===== config.mk =====
export PLATFORM = sky130hd
export DESIGN_NAME = autoseller_arbiter
export DESIGN_NICKNAME = d
export VERILOG_FILES = /design/src/rtl/autoseller_arbiter.sv
export SDC_FILE = /design/constraint.sdc
export NUM_CORES = 1
export LEC_CHECK = 0
export ABC_AREA = 1
export CAP_MARGIN = 5
export CORE_AREA = 5 5 116 63
export DETAILED_ROUTE_END_ITERATION = 7
export DIE_AREA = 0 0 121 68
export GPL_ROUTABILITY_DRIVEN = 0
export PLACE_DENSITY_LB_ADDON = 0.2
export SYNTH_ARGS = -nofsm -noshare
export SYNTH_HDL_FRONTEND = slang
export SYNTH_SLANG_ARGS = --single-unit

===== constraint.sdc =====
create_clock -name clk -period 2.7 [get_ports clk]
set_input_delay 0.54 -clock clk [delete_from_list [all_inputs] [get_ports clk]]
set_output_delay 0.54 -clock clk [all_outputs]
set_load 0.05 [all_outputs]

===== src/rtl/autoseller_arbiter.sv =====
// Round-robin front end that shares one autoseller core between NUM_REQ ports.
// One transaction in flight at a time; a watchdog turns a silent seller into a refund.
module autoseller_arbiter #(
  parameter int NUM_REQ = 4,
  parameter int TIMEOUT = 32
) (
  input  logic                   clk,
  input  logic                   reset_n,
  input  logic [NUM_REQ-1:0]     req_valid_i,
  input  logic [6*NUM_REQ-1:0]   req_money_i,
  input  logic [2*NUM_REQ-1:0]   req_type_i,
  output logic [NUM_REQ-1:0]     req_ack_o,
  output logic                   rsp_valid_o,
  output logic [2:0]             rsp_id_o,
  output logic [5:0]             rsp_change_o,
  output logic [1:0]             rsp_drink_o,
  output logic                   rsp_err_o,
  input  logic                   sel_ready_i,
  output logic                   sel_enable_o,
  output logic [5:0]             sel_money_o,
  output logic [1:0]             sel_type_o,
  input  logic                   sel_done_i,
  input  logic [5:0]             sel_change_i,
  input  logic [1:0]             sel_drink_i,
  output logic [7:0]             served_cnt_o
);

  localparam int IDXW = $clog2(NUM_REQ);
  localparam int WDW  = $clog2(TIMEOUT) + 1;

  typedef enum logic [1:0] {IDLE, ISSUE, WAIT, RESP} state_e;

  state_e               state_q, state_d;
  logic [2:0]           rrPtr_q, rrPtr_d;
  logic [2:0]           id_q, id_d;
  logic [5:0]           money_q, money_d;
  logic [1:0]           type_q, type_d;
  logic [WDW-1:0]       wd_q, wd_d;
  logic [7:0]           served_q, served_d;
  logic [NUM_REQ-1:0]   ack_q, ack_d;
  logic                 selEn_q, selEn_d;
  logic [5:0]           selMoney_q, selMoney_d;
  logic [1:0]           selType_q, selType_d;
  logic                 rspValid_q, rspValid_d;
  logic [2:0]           rspId_q, rspId_d;
  logic [5:0]           rspChange_q, rspChange_d;
  logic [1:0]           rspDrink_q, rspDrink_d;
  logic                 rspErr_q, rspErr_d;

  logic                 found;
  logic [2:0]           grant;
  logic [3:0]           cand;

  // First valid port at or after the round-robin pointer, wrapping.
  always_comb begin
    found = 1'b0;
    grant = '0;
    cand  = '0;
    for (int i = 0; i < NUM_REQ; i++) begin
      cand = {1'b0, rrPtr_q} + 4'(i);
      if (cand >= 4'(NUM_REQ)) cand = cand - 4'(NUM_REQ);
      if (!found && req_valid_i[cand[IDXW-1:0]]) begin
        found = 1'b1;
        grant = cand[2:0];
      end
    end
  end

  always_comb begin
    state_d     = state_q;
    rrPtr_d     = rrPtr_q;
    id_d        = id_q;
    money_d     = money_q;
    type_d      = type_q;
    wd_d        = wd_q;
    served_d    = served_q;
    ack_d       = '0;
    selEn_d     = 1'b0;
    selMoney_d  = '0;
    selType_d   = '0;
    rspValid_d  = 1'b0;
    rspId_d     = '0;
    rspChange_d = '0;
    rspDrink_d  = '0;
    rspErr_d    = 1'b0;
    case (state_q)
      IDLE: begin
        if (sel_ready_i && found) begin
          id_d       = grant;
          money_d    = 6'(req_money_i >> (6 * grant));
          type_d     = 2'(req_type_i >> (2 * grant));
          ack_d      = {{(NUM_REQ-1){1'b0}}, 1'b1} << grant;
          selEn_d    = 1'b1;
          selMoney_d = money_d;
          selType_d  = type_d;
          state_d    = ISSUE;
        end
      end
      ISSUE: begin
        wd_d    = '0;
        state_d = WAIT;
      end
      WAIT: begin
        // A done on the final watchdog cycle still counts as a real result.
        if (sel_done_i || wd_q == WDW'(TIMEOUT - 2)) begin
          rspValid_d  = 1'b1;
          rspId_d     = id_q;
          rspChange_d = sel_done_i ? sel_change_i : money_q;
          rspDrink_d  = sel_done_i ? sel_drink_i : 2'b00;
          rspErr_d    = ~sel_done_i;
          served_d    = served_q + 8'd1;
          rrPtr_d     = (id_q == 3'(NUM_REQ - 1)) ? 3'd0 : id_q + 3'd1;
          state_d     = RESP;
        end else begin
          wd_d = wd_q + WDW'(1);
        end
      end
      RESP: state_d = IDLE;
      default: state_d = IDLE;
    endcase
  end

  always_ff @(posedge clk or negedge reset_n) begin
    if (!reset_n) begin
      state_q     <= IDLE;
      rrPtr_q     <= '0;
      id_q        <= '0;
      money_q     <= '0;
      type_q      <= '0;
      wd_q        <= '0;
      served_q    <= '0;
      ack_q       <= '0;
      selEn_q     <= 1'b0;
      selMoney_q  <= '0;
      selType_q   <= '0;
      rspValid_q  <= 1'b0;
      rspId_q     <= '0;
      rspChange_q <= '0;
      rspDrink_q  <= '0;
      rspErr_q    <= 1'b0;
    end else begin
      state_q     <= state_d;
      rrPtr_q     <= rrPtr_d;
      id_q        <= id_d;
      money_q     <= money_d;
      type_q      <= type_d;
      wd_q        <= wd_d;
      served_q    <= served_d;
      ack_q       <= ack_d;
      selEn_q     <= selEn_d;
      selMoney_q  <= selMoney_d;
      selType_q   <= selType_d;
      rspValid_q  <= rspValid_d;
      rspId_q     <= rspId_d;
      rspChange_q <= rspChange_d;
      rspDrink_q  <= rspDrink_d;
      rspErr_q    <= rspErr_d;
    end
  end

  assign req_ack_o    = ack_q;
  assign sel_enable_o = selEn_q;
  assign sel_money_o  = selMoney_q;
  assign sel_type_o   = selType_q;
  assign rsp_valid_o  = rspValid_q;
  assign rsp_id_o     = rspId_q;
  assign rsp_change_o = rspChange_q;
  assign rsp_drink_o  = rspDrink_q;
  assign rsp_err_o    = rspErr_q;
  assign served_cnt_o = served_q;

endmodule


**Word level (Yosys, flattened, before mapping)**

Cells that the tools add are included.

- Register bits: 54
- Logic and storage cells: 106

- Equality and inequality tests: 8
- Shift-type cells: 3
- Reduce and logical (&&, ||, !) cells: 14
- Mux-type cells: 46
- Add/subtract/negate cells: 10
- Bitwise operators: 1
- Magnitude comparators: 8
- $mul: 1

Operators with widths:

| operator | count |
|---|---|
| two-way mux 6 bit | 6 |
| two-way mux 3 bit | 11 |
| >> shifter 24 x 6 -> 6 bit | 1 |
| two-way mux 1 bit | 14 |
| two-way mux 2 bit | 7 |
| greater-or-equal comparator 4 x 3 -> 1 bit (second input constant) | 3 |
| less-than comparator 2 x 3 -> 1 bit (second input constant) | 4 |
| case mux 6 bit (2 select lines) | 1 |
| subtractor 3 bit (second input constant) | 4 |
| adder 3 x 2 -> 4 bit (second input constant) | 2 |
| adder 8 x 1 -> 8 bit (second input constant) | 1 |
| binary-select mux 1 bit (select 2 bit) | 4 |
| two-way mux 4 bit | 2 |
| case mux 2 bit (4 select lines) | 1 |
| AND reduction 2 bit | 4 |
| >> shifter 8 x 4 -> 2 bit | 1 |
| adder 6 x 1 -> 6 bit (second input constant) | 1 |
| == test 6 x 5 -> 1 bit (second input constant) | 1 |
| != test 2 bit (second input constant) | 3 |
| multiplier 2 x 3 -> 5 bit (first input constant) | 1 |
| adder 3 x 1 -> 4 bit (second input constant) | 1 |
| == test 2 bit (second input constant) | 2 |
| logical AND 1 bit | 4 |
| left shift 1 x 3 -> 4 bit (first input constant) | 1 |
| 9 further kinds | 11 |

**Depth between registers and ports, before layout**

- Depth in word-level cells: 18
- Gate-level depth with buffers: 16

**Least setup slack after synthesis**

OpenSTA, ideal clock, no wires.

- Path kind: reg-to-reg
- Start: register rrPtr_q[0]
- End: register money_q[0]
- Slack: 0.754 ns
- Clock period less this slack: 1.946 ns
- Arrival: 1.828 ns
- Data required time: 2.582 ns
- Cell stages (with the launch flop): 17
- Path buffers: 2
- Cells stage by stage: dfrtp_1 > buf_6 > inv_8 > ha_1 > inv_1 > nand2_1 > nand2_2 > o21ai_1 > nand2_2 > nand3_2 > buf_6 > nand2_1 > nand2_1 > nand2_1 > nand2_1 > nand2_1 > nand2_1

- Word-level cells in the longest chain between the ends: 16

Ends and longest elaborated chain:

| element | RTL line | RTL |
|---|---|---|
| start, declared | 34 | `logic [2:0] rrPtr_q, rrPtr_d;` |
| start signal, assigned | 143 | `rrPtr_q <= rrPtr_d;` |
| parallel branches: the longest is 16 deep, another holds adder 3 x 1 -> 4 bit | -- |  |
| end signal, assigned | 145 | `money_q <= money_d;` |
| end, declared | 36 | `logic [5:0] money_q, money_d;` |

Parallel ways; which one is timed is not known. The select of a mux whose other input is x is not followed.
A chain may end at the register's enable or synchronous reset.

**Final worst setup path**

- Start: register rrPtr_q[1]
- End: register money_q[3]

Same word-level chain as after synthesis.

==> metrics.txt <==
status completed; share of cells above drive strength 1 a little over 10%; clk slew on worst S/H paths 0.07 ns; DPL Wire Length 5350 um; DR pass1 iterations 4; synth top area cells dfrtp_1 (47%), nand2_1 (13%), inv_1 (5.2%); final instance area between 3000 and 4000 um2; f_max about 0.42 GHz; CP max FO 21; Filler cells approximately 530; placed cell areas about 3800 um2; critical path's slowest cell dfrtp_1; most frequent cell after synthesis nand2_1; root buffer cell clkbuf_16; worst vdd ir roughly 0.00053 V; flops & latches, synth between 50 and 60; post_cts resized 0; EDFF count, synth 0; setup TNS 0 ns; routed length per instance roughly 13 um; clock latency on the worst-skew pair slightly below 0.3 ns; overall routing resource usage approximately 17%; worst path cell trace inv_2 > ha_1 > inv_1 > nand2_1 > nand2_2 > o21ai_1 > nand2_2 > nand3_2 > nand2_1 > nand2_1 > nand2_1 > nand2_1 > nand2_1 > nand2_1; Max-Cap Viols 0; Syn Nets 393; Post-CTS Setup Repair Bufs 0; Max Root-Sink Buffers 2; CTS tree done; hold_buf cts 0; Slew Viols, Final 0; Chip Height between 60 and 70 um; most frequent cell on the critical path nand2_1; initial core utilization 45.2%; FFs w/ async S/R, synth 100%; DRT iter0 DRCs roughly 130; DRC Markers 0; Area Overhead vs Synth 37.6%; IO Count slightly above 80; clk_skew between 0.005 and 0.006 ns; Hold Slack 0.370 ns; antenna diode instance count 0; startpoint types flip-flop; ys flop type dfrtp_1; top cell type by total area after synthesis dfrtp_1; Req. time, crit path 2.88 ns; Seq/Total Area, Yosys between 40% and 50%; vias in the first global route roughly 2400; largest net degree at the start of global routing 41; max incr delay on CP between 0.4 and 0.5 ns; Via-to-Cell Ratio between 4 and 5; Final #Nets 480; ANT nets after route 0; power density over the cells between 1000 and 1500 nW/um2; initial antenna violation count 0; Static Leakage 2.01 nW; total CTS buffers 5; FP Rows 21; clock sink count 54; Critical Path AT between 2 and 3 ns; Syn. warnings 0; grt ovf 0; Synth top area share between 40% and 50%; first-pass GRT wire length approximately 11000 um; final wirelength around 6900 um; Syn Area/Cell between 8 and 9 um2; Synth top cells by count nand2_1 (102), dfrtp_1 (54), inv_1 (40); Core ar. roughly 6300 um2; Worst slew margin roughly two fifths; CP Class reg2reg; Hold Violations, Final 0; vias 2463; measured slew at the worst slew-check pin just under 0.9 ns; sequential cell area 1350 um2; gate count after technology mapping between 300 and 400; RSZ-0062 raised after global routing false; post-synth cell types 36; Worst Hold Class in2async; Crit. End Element flip-flop; die area around 8200 um2; Port Buffer Count a little over 80; min Tclk post-route 2.40 ns; H-tree Lvls 2; Multi-input gate area 1260 um2; Tcrit/Tclk final between 80% and 90%; mapped cell area ~2900 um2; final setup vio count 0; DIE WIDTH approximately 120 um
## report_power, final
group,leakage [nW],internal (mW),switching [mW]
clock,0.0771,0.438,0.279
sequential,0.708,1.06,0.183
combinational,1.22,0.930,1.87
## flip-flops by register name (all words and copies together), names as in the netlist
name          flops
id_q              3
money_q           6
req_ack_o         4
rrPtr_q           3
rsp_change_o      6
rsp_drink_o       2
rsp_err_o         1
rsp_id_o          3
rsp_valid_o       1
sel_enable_o      1
sel_money_o       6
sel_type_o        2
served_cnt_o      8
state_q           2
wd_q              6
## cells in the final DEF, fill, tap and decap left out, drive strengths merged, types with 8 or more instances in the layout
master	Yosys	layout
nand2	112	112
nor3	8	8
nand3	22	22
inv	46	46
clkdlybuf4s50	0	80
o21ai	10	10
buf	9	10
ha	9	9
nor2	18	18
nand4	17	17
dfrtp	54	54
## layer usage
metal / vias up / track usage (%) / share of wire (%)
met5: - / 0 / 0
met4: 0 / 2.26 / 0.31
met3: 2 / 5.37 / 6.8
met2: 70 / 26.2 / 40
met1: 1134 / 25.5 / 52
li1: 1257 / - / -
## through the flow
stage / setup slack [ns] / power (mW) / utilization (%) / std cells
floorplan: 0.754 / 3.38 / - / 336
global placement: 0.194 / 4.01 / 59.7 / 508
detailed placement: 0.147 / 4.05 / 59.7 / 508
CTS: 0.324 / 4.78 / 62.3 / 516
global route: 0.0269 / 5.16 / 62.3 / 516
finish: 0.300 / 4.76 / 62.3 / 516
## area by class of cell
type	instances	share of cell area [%]
clock buffer	6	3.27
clock inverter	2	0.952
sequential	54	34.3
tap	92	2.92
timing repair buffer	90	22.1
multi-input combinational	226	31.9
inverter	46	4.57
## critical path, delay by kind of cell (launching register included)
| kind | cells | cell delay, ns |
|---|---|---|
| AOI/OAI and AO/OA | 1 | 0.10 |
| adders and majority gates | 1 | 0.35 |
| buffers and inverters | 2 | 0.26 |
| DFF | 1 | 0.49 |
| and+or+nand+nor | 10 | 1.07 |
## cells by family (layout without fill, tap and decap cells)
| family | after synthesis | count (layout) | synth area share (%) |
|---|---|---|---|
| AND/OR/NAND/NOR | 178 | 178 | 30.4 |
| buffers and inverters | 56 | 144 | 8.95 |
| AO/OA/AOI/OAI | 31 | 31 | 7.12 |
| adder cells (fa/ha/maj) | 9 | 9 | 3.93 |
| XOR/XNOR | 8 | 8 | 2.45 |
| flip-flops | 54 | 54 | 47.2 |
## worst paths after layout
| kind | startpoint | to | slack [ns] | cells after the start |
|---|---|---|---|---|
| max | rrPtr_q[1] | money_q[3] | 0.30 | 14 |
| min | reset_n | served_cnt_o[7] | 0.37 | 1 |
| max reg2reg | rrPtr_q[1] | money_q[3] | 0.30 | 14 |
| min reg2reg | served_cnt_o[7] | served_cnt_o[7] | 0.48 | 1 |
| max in group asynchronous | reset_n | money_q[5] | 1.67 | 2 |
| min in group clk | served_cnt_o[7] | served_cnt_o[7] | 0.48 | 1 |
(Power assumes the default switching activity.)
